[src/rtl/pnr_pkg.sv]
// ============================================================================
// Module : pnr_pkg
// Brief  : Shared FSM state encodings and helpers for the PNR window classifier
// Rev    : 1.0  initial release
// ============================================================================
`default_nettype none

package pnr_pkg;

    localparam logic [1:0] ST_IDLE = 2'd0;
    localparam logic [1:0] ST_OPEN = 2'd1;
    localparam logic [1:0] ST_CMP  = 2'd2;
    localparam logic [1:0] ST_OUT  = 2'd3;

    function automatic int pn_width(input int n);
        return $clog2(n + 1);
    endfunction

    // Sign-extend the low w bits of v to 32 bits (sample widths up to 32).
    function automatic logic [31:0] sext(input logic [31:0] v, input int w);
        logic [31:0] r;
        r = v;
        for (int i = 0; i < 32; i++) begin
            if (i >= w) r[i] = v[w-1];
        end
        return r;
    endfunction

endpackage

`default_nettype wire

[src/rtl/pnr_thermo_count.sv]
// ============================================================================
// Module : pnr_thermo_count
// Brief  : Registered peak-vs-threshold compare vector and its popcount
// Rev    : 1.0  initial release
// ============================================================================
`default_nettype none

module pnr_thermo_count
    import pnr_pkg::*;
#(
    parameter int ADC_W = 14,
    parameter int N_THR = 8
) (
    input  logic                         clk,
    input  logic                         rst,
    input  logic                         en,
    input  logic signed [ADC_W:0]        peak,
    input  logic [N_THR*ADC_W-1:0]       thr,
    output logic [$clog2(N_THR+1)-1:0]   count
);

    localparam int PN_W = pn_width(N_THR);

    logic [N_THR-1:0] ge_d, ge_q;
    logic signed [ADC_W:0] thr_x;

    always_comb begin
        ge_d  = ge_q;
        thr_x = '0;
        if (en) begin
            for (int i = 0; i < N_THR; i++) begin
                thr_x    = $signed((ADC_W+1)'(sext(32'(thr[i*ADC_W +: ADC_W]), ADC_W)));
                ge_d[i]  = (peak >= thr_x);
            end
        end
    end

    always_ff @(posedge clk or posedge rst) begin
        if (rst) ge_q <= '0;
        else     ge_q <= ge_d;
    end

    // Counting exceeded thresholds keeps the class defined for any threshold ordering.
    always_comb begin
        count = '0;
        for (int i = 0; i < N_THR; i++) begin
            count = count + PN_W'(ge_q[i]);
        end
    end

endmodule

`default_nettype wire

[src/rtl/pnr_window_classifier.sv]
// ============================================================================
// Module : pnr_window_classifier
// Brief  : Triggered peak-hold window, photon-number classifier and histogram
// Rev    : 1.0  initial release
// ============================================================================
`default_nettype none

module pnr_window_classifier
    import pnr_pkg::*;
#(
    parameter int ADC_W   = 14,
    parameter int N_THR   = 8,
    parameter int MAX_WIN = 256,
    parameter int HIST_W  = 32
) (
    input  logic                          ADC_CLK,
    input  logic                          rst_i,
    input  logic                          trigger,
    input  logic                          delayed_trigger,
    input  logic [ADC_W-1:0]              pnr_source_sig,
    input  logic [N_THR*ADC_W-1:0]        adc_photon_threshold,
    input  logic                          baseline_en,
    input  logic                          hist_clear,
    input  logic [$clog2(N_THR+1)-1:0]    hist_rd_idx,
    output logic [HIST_W-1:0]             hist_rd_data,
    output logic [$clog2(N_THR+1)-1:0]    photon_num,
    output logic                          photon_valid,
    output logic [ADC_W:0]                peak_value,
    output logic                          timeout_flag,
    output logic                          overlap_err,
    output logic                          busy
);

    localparam int PN_W  = pn_width(N_THR);
    localparam int PW    = ADC_W + 1;
    localparam int CNT_W = $clog2(MAX_WIN + 1);

    logic [1:0]               state_d, state_q;
    logic signed [PW-1:0]     baseline_d, baseline_q;
    logic signed [PW-1:0]     peak_d, peak_q;
    logic [CNT_W-1:0]         cnt_d, cnt_q;
    logic [N_THR*ADC_W-1:0]   thr_d, thr_q;
    logic                     tmo_pend_d, tmo_pend_q;
    logic [PN_W-1:0]          photon_num_d, photon_num_q;
    logic                     photon_valid_d, photon_valid_q;
    logic [PW-1:0]            peak_value_d, peak_value_q;
    logic                     timeout_flag_d, timeout_flag_q;
    logic                     overlap_err_d, overlap_err_q;
    logic [HIST_W-1:0]        hist_d [0:N_THR];
    logic [HIST_W-1:0]        hist_q [0:N_THR];
    logic [HIST_W-1:0]        rd_d, rd_q;

    logic signed [PW-1:0]     sample_x;
    logic signed [PW-1:0]     diff;
    logic [PN_W-1:0]          pop;

    assign sample_x = $signed(PW'(sext(32'(pnr_source_sig), ADC_W)));
    assign diff     = sample_x - baseline_q;

    pnr_thermo_count #(
        .ADC_W (ADC_W),
        .N_THR (N_THR)
    ) u_thermo (
        .clk   (ADC_CLK),
        .rst   (rst_i),
        .en    (state_q == ST_CMP),
        .peak  (peak_q),
        .thr   (thr_q),
        .count (pop)
    );

    always_comb begin
        state_d        = state_q;
        baseline_d     = baseline_q;
        peak_d         = peak_q;
        cnt_d          = cnt_q;
        thr_d          = thr_q;
        tmo_pend_d     = tmo_pend_q;
        photon_num_d   = photon_num_q;
        photon_valid_d = 1'b0;
        peak_value_d   = peak_value_q;
        timeout_flag_d = timeout_flag_q;
        overlap_err_d  = overlap_err_q;
        hist_d         = hist_q;

        case (state_q)
            ST_IDLE: begin
                if (trigger) begin
                    state_d    = ST_OPEN;
                    baseline_d = baseline_en ? sample_x : '0;
                    thr_d      = adc_photon_threshold;
                    peak_d     = {1'b1, {ADC_W{1'b0}}};
                    cnt_d      = '0;
                end
            end
            ST_OPEN: begin
                if (diff > peak_q) peak_d = diff;
                cnt_d = cnt_q + CNT_W'(1);
                if (delayed_trigger || (cnt_q == CNT_W'(MAX_WIN - 1))) begin
                    state_d    = ST_CMP;
                    tmo_pend_d = !delayed_trigger;
                end
            end
            ST_CMP: begin
                state_d = ST_OUT;
            end
            default: begin
                state_d        = ST_IDLE;
                photon_valid_d = 1'b1;
                photon_num_d   = pop;
                peak_value_d   = peak_q;
                timeout_flag_d = tmo_pend_q;
                if (hist_q[pop] != {HIST_W{1'b1}}) hist_d[pop] = hist_q[pop] + HIST_W'(1);
            end
        endcase

        if (trigger && (state_q != ST_IDLE)) overlap_err_d = 1'b1;

        // Clear takes priority over a same-cycle increment and overlap report.
        if (hist_clear) begin
            overlap_err_d = 1'b0;
            for (int i = 0; i <= N_THR; i++) hist_d[i] = '0;
        end

        rd_d = (hist_rd_idx <= PN_W'(N_THR)) ? hist_q[hist_rd_idx] : '0;
    end

    always_ff @(posedge ADC_CLK or posedge rst_i) begin
        if (rst_i) begin
            state_q        <= ST_IDLE;
            baseline_q     <= '0;
            peak_q         <= '0;
            cnt_q          <= '0;
            thr_q          <= '0;
            tmo_pend_q     <= 1'b0;
            photon_num_q   <= '0;
            photon_valid_q <= 1'b0;
            peak_value_q   <= '0;
            timeout_flag_q <= 1'b0;
            overlap_err_q  <= 1'b0;
            rd_q           <= '0;
            for (int i = 0; i <= N_THR; i++) hist_q[i] <= '0;
        end else begin
            state_q        <= state_d;
            baseline_q     <= baseline_d;
            peak_q         <= peak_d;
            cnt_q          <= cnt_d;
            thr_q          <= thr_d;
            tmo_pend_q     <= tmo_pend_d;
            photon_num_q   <= photon_num_d;
            photon_valid_q <= photon_valid_d;
            peak_value_q   <= peak_value_d;
            timeout_flag_q <= timeout_flag_d;
            overlap_err_q  <= overlap_err_d;
            rd_q           <= rd_d;
            for (int i = 0; i <= N_THR; i++) hist_q[i] <= hist_d[i];
        end
    end

    assign hist_rd_data = rd_q;
    assign photon_num   = photon_num_q;
    assign photon_valid = photon_valid_q;
    assign peak_value   = peak_value_q;
    assign timeout_flag = timeout_flag_q;
    assign overlap_err  = overlap_err_q;
    assign busy         = (state_q != ST_IDLE);

endmodule

`default_nettype wire
[config.mk]
export PLATFORM = sky130hd
export DESIGN_NAME = pnr_window_classifier
export DESIGN_NICKNAME = d
export VERILOG_FILES = /design/src/rtl/pnr_pkg.sv /design/src/rtl/pnr_thermo_count.sv /design/src/rtl/pnr_window_classifier.sv
export SDC_FILE = /design/constraint.sdc
export NUM_CORES = 1
export LEC_CHECK = 0
export BUFFER_PORTS_ARGS = -buffer_cell sky130_fd_sc_hd__clkbuf_2
export CORE_UTILIZATION = 55
export CTS_BUF_LIST = sky130_fd_sc_hd__clkbuf_8 sky130_fd_sc_hd__clkbuf_16
export DETAILED_ROUTE_END_ITERATION = 10
export MAX_ROUTING_LAYER = met4
export PLACE_DENSITY = 0.74
export SLEW_MARGIN = 20
export SYNTH_ARGS = -nofsm -noshare
export SYNTH_HDL_FRONTEND = slang
export SYNTH_HIERARCHICAL = 1
export SYNTH_SLANG_ARGS = --single-unit
[constraint.sdc]
create_clock -name ADC_CLK -period 23.6 [get_ports ADC_CLK]
set_input_delay 4.72 -clock ADC_CLK [delete_from_list [all_inputs] [get_ports ADC_CLK]]
set_output_delay 4.72 -clock ADC_CLK [all_outputs]
set_load 0.02 [all_outputs]
**Word level (Yosys, flattened, before mapping)**

Cells that the tools add are included.

- Output and inout bits: 55
- Register bits: 504

- $lt $le $gt $ge: 13
- Add/sub/neg operators: 10
- Mux-type cells: 33
- Bitwise gates (word level): 2
- Equal/unequal tests: 8
- Reduce and logical (&&, ||, !) cells: 16

Operator list:

| kind | count |
|---|---|
| $mux 288 | 3 |
| $bwmux 288 | 1 |
| $bmux 32 s4 | 2 |
| $mux 32 | 6 |
| $demux 32 s4 | 1 |
| $ge 15x15->1 | 8 |
| $mux 15 | 3 |
| $add 32x1->32 const B | 1 |
| $ne 32x32->1 const B | 1 |
| $pmux 15 s2 | 1 |
| $add 4x1->4 | 6 |
| $pmux 9 s2 | 1 |
| $gt 15x15->1 | 1 |
| $sub 14x15->15 | 1 |
| $mux 1 | 11 |
| $ge 5x5->1 const B | 2 |
| $not 4->5 | 2 |
| $reduce_and 2->1 | 5 |
| $add 9x1->9 const B | 1 |
| $eq 9x8->1 const B | 1 |
| $mux 9 | 1 |
| $reduce_bool 2->1 | 4 |
| $ne 2x2->1 const B | 3 |
| $pmux 2 s3 | 1 |
| other kinds (13) | 15 |

**Logic depth before layout (Yosys ltp)**

- Depth in word-level cells: 16
- Mapped depth: 30

**Modules after synthesis**

Netlist, hierarchy kept.

By module, submodules not included:

| module | times used | cells each | area each (um^2) |
|---|---|---|---|
| pnr_window_classifier | 1 | 1911 | 24388.4 |
| pnr_thermo_count | 1 | 457 | 3473.3 |

**Worst setup path after synthesis**

No wires, ideal clock.

- Path type: input-to-reg
- Start: input port pnr_source_sig[0]
- End: register peak_q[14]
- Stages: 20
- Library setup time: 0.143 ns
- Data arrival time: 8.512 ns
- Path slack: 14.946 ns
- Cell sequence: inv_1 -> ha_1 -> fa_1 -> nor2b_1 -> o21ai_0 -> a21boi_0 -> o2111ai_1 -> a21boi_0 -> o31a_1 -> a21oi_1 -> ha_1 -> nand4_1 -> or2_2 -> a21oi_1 -> o31ai_1 -> a21oi_1 -> nor4b_1 -> nor4_1 -> clkbuf_1 -> a32oi_1

- Cells in the longest elaborated chain, start to end: 4
- Elaborated cells between the ends (all ways): 6
- Those cells by class: 1 x add/sub; 1 x order compare; 1 x eq/ne; 2 x mux; 1 x reduce/logical

Ends and longest elaborated chain:

| element | line | text |
|---|---|---|
| from (decl) | pnr_window_classifier.sv:20 | `input logic [ADC_W-1:0] pnr_source_sig,` |
| $sub 14x15->15 (*) | pnr_window_classifier.sv:58 | `assign diff = sample_x - baseline_q;` |
| $gt 15x15->1 | pnr_window_classifier.sv:97 | `if (diff > peak_q) peak_d = diff;` |
| $ne 2x2->1 (no line) | n/a |  |
| $reduce_and 3->1 (no line) | n/a |  |
| to (signal assigned) | pnr_window_classifier.sv:146 | `peak_q <= peak_d;` |
| to (decl) | pnr_window_classifier.sv:40 | `logic signed [PW-1:0] peak_d, peak_q;` |

Mark *: on every way between the ends. The rest lies on a longest branch, timed or not. The select of a mux whose other input is x is not followed.
A chain may end at the register's enable or synchronous reset.

**Worst setup path after layout**

- Start: input port pnr_source_sig[0]
- End: register peak_q[7]

The elaborated chain is that of the path after synthesis.

==> run_results.csv <==
group,metric,value,unit
clock_tree,cts_tree,"yes",
worst_setup_path,cp-start-kind,"input pin",
floorplan,ios,191,
worst_setup_path,path_cells,"clkbuf_2, inv_1, ha_1, fa_1, nor2b_1, o21ai_0, a21boi_0, o2111ai_1, a21boi_0, nor2_1, ha_1, a21oi_1, nor2b_1, o21ai_0, o21ai_0, o31ai_1, a21oi_1, nor4b_1, o21a_1, a22o_1",
synthesis,synthTopCellsByArea,"dfrtp_1, a22o_1, ha_1",
worst_setup_path,worst-path-buf-inv,2,
sta,skew,0.03523,ns
global_route,use_met1,41.88,%
detailed_routing,wl_per_cell,24.95,um
clock_tree,post_cts_resized,0,
synthesis,async_reset_ff_share,100.0,%
sta,slew_viol_final,0,
synthesis,ys_types,81,
synthesis,synth_edf_count,0,
sta,fin_crit,8.541,ns
hold_path,hold_path_class,"reg2reg",
sta,hold_viol,0,
sta,setup_violations,0,
clock_tree,postCtsSetupBuffers,0,
worst_setup_path,crit_family,"compound AO/OA/AOI/OAI gates",
floorplan,die_y,227.1,um
synthesis,synthesis.area,0.02786,mm^2
sta,clock.fmax,0.1171,GHz
global_route,grt_pass1_wl,125000,um
synthesis,yosysSeqAreaShare,45.18,%
floorplan,num_rows,82,
detailed_routing,antenna_left,0,
clock_tree,clk_path_buf_depth,3,
worst_setup_path,crit_type,"in2reg",
global_route,grt_use_met2,51.75,%
detailed_routing,via_per_inst,6.584,
place,gp_congestion,0.8854,
worst_setup_path,critical_path.max_stage_delay,0.56,ns
global_route,use_met3,5.408,%
clock_tree,clk_latency,0.62,ns
final_layout,layout-area-overhead-vs-synth,11.47,%
synthesis,yosysWarnings,6,
synthesis,avgSynthCellArea,11.77,um^2
detailed_routing,vias,21160,
synthesis,synth_most_common_cell,"dfrtp_1",
clock_tree,cts-root-buf,"clkbuf_16",
worst_setup_path,cp.required,24.14,ns
detailed_routing,dr.pass1.iters,7,
outcome,status,"finished, final reports clean",
place,io_buffer_count,190,
floorplan,die_x,227.1,um
final_layout,drive_gt1_share,22.85,%
global_route,antenna_found_initial,4,
final_layout,nNetsFinal,2799,
detailed_routing,drc,0,
synthesis,syn_nets,2669,
clock_tree,cts_buffers,55,
worst_setup_path,crit_path_max_fanout,15,
detailed_routing,drt-total-wl,80180,um
sta,grt_setup_unrepaired,"no",
worst_setup_path,crit_arrival,9.08,ns
floorplan,start_util,55.65,%
worst_setup_path,crit_top_cell,"o21ai_0",
sta,worst-slew-pin-transition,1.162,ns
clock_tree,cts_hold_buf,0,
run,maxCapViolCount,0,
clock_tree,htreeDepth,2,
place,hpwlAfterDp,48970,um
global_route,grt_pass1_vias,21740,
clock_tree,cts.sinks,503,
sta,slew_headroom,22.52,%
synthesis,yosysTopAreaCell,"dfrtp_1",
worst_setup_path,crit_path_top_delay_cell,"o21a_1",
global_route,grt_util_all_layers,32.64,%
synthesis,synth_ff_type,"dfrtp_1",
detailed_routing,drt_iter0_drc,1886,
global_route,grt_max_degree,192,
clock_tree,clkTransAtPathRegs,0.06,ns
global_route,grt_overflow,0,
floorplan,fp.dieArea,0.05156,mm^2
synthesis,synthCells,2368,
sta,finalCritPeriodShare,36.19,%
floorplan,coreArea,0.05007,mm^2
synthesis,synth_commonest_cells,"dfrtp_1, a22o_1, inv_1, ha_1, mux2_2",
global_route,grt_busiest_layer,"met2",
synthesis,synth_top_area_share,45.18,%
synthesis,yosys_register_bits,503,
worst_setup_path,end_kind,"register",
sta,finalSetupTns,0,ns
cell type report:
| type | count | area (um^2) |
|---|---|---|
| Fill cell | 3945 | 19010 |
| Multi-Input combinational cell | 1547 | 13890 |
| Clock inverter | 34 | 351.6 |
| Clock buffer | 63 | 1498 |
| Inverter | 170 | 655.6 |
| Antenna cell | 4 | 10.01 |
| Timing Repair Buffer | 221 | 1222 |
| Tap cell | 672 | 840.8 |
| Sequential cell | 503 | 12590 |
registers in the layout, indices dropped and copies added, names as in the netlist:
| register | count |
|---|---|
| hist_rd_data | 32 |
| photon_num | 4 |
| peak_value | 15 |
| overlap_err | 1 |
| photon_valid | 1 |
| peak_q | 15 |
| hist_q | 288 |
| cnt_q | 9 |
| baseline_q | 14 |
| thr_q | 112 |
| tmo_pend_q | 1 |
| u_thermo/ge_q | 8 |
| state_q | 2 |
| timeout_flag | 1 |
cell usage in the layout (no fill, tap or decap), drive strengths merged, types with 17 or more instances in the layout:
cell type	count
a21oi	61
a22o	251
buf	33
clkbuf	251
dfrtp	503
ha	160
inv	181
mux2	148
mux2i	135
mux4	70
nand2	112
nand3	49
nand4	22
nor2	77
o21a	17
o21ai	89
o221ai	27
o2bb2ai	56
xnor2	21
xor2	19
tightest hold or removal path, cell delays in order, from the launching register on:
cell	delay, ns
dfrtp_1	0.34
nand2_1	0.05
o21ai_0	0.06
metrics by stage:
stage / setup WS, ns / hold slack (ns) / area, um^2 / instances / utilization, %
finish: 15.06 / 0.4786 / 31060 / 3214 / 62.03
global route: 14.58 / 0.5119 / 31060 / 3214 / 62.03
CTS: 15.16 / 0.4868 / 31010 / 3209 / 61.94
detailed placement: 14.54 / 0.4744 / 29160 / 3112 / 58.25
global placement: 14.65 / 0.4667 / 29160 / 3112 / 58.25
floorplan: 5.062 / 0.4498 / 27860 / 2368 / -
kinds of logic (layout without fill, tap and decap cells):
group | count (synthesis) | after routing | synth area share (%)
AOI/OAI and AO/OA | 628 | 628 | 17.69
xor gates and xnor gates | 40 | 40 | 1.284
adders and majority gates | 165 | 165 | 7.544
buffers and inverters | 318 | 488 | 5.146
DFF | 503 | 503 | 45.18
muxes | 353 | 353 | 16.49
other | 0 | 4 | 0
and+or+nand+nor | 361 | 361 | 6.664
worst paths after layout:
path                       slack (ns)  cells past startpoint         startpoint          endpoint
max                             15.06                     20  pnr_source_sig[0]         peak_q[7]
min                              0.48                      2      baseline_q[5]     baseline_q[5]
max reg2reg                     15.24                     21   u_thermo/ge_q[0]        hist_q[44]
min reg2reg                      0.48                      2      baseline_q[5]     baseline_q[5]
max in group asynchronous       17.86                      4              rst_i        hist_q[44]
min in group asynchronous        4.20                      2              rst_i  u_thermo/ge_q[5]
layer usage:
metal  wire (um)  vias to the layer above
li1            -                     9197
met4        3369                        0
met3        6938                      247
met1       31850                    10670
met5           0                        -
met2       38020                     1047
Power is left out: the tool's default activity adds up to more than one toggle a clock period on the data nets, which glitch-free logic cannot reach.
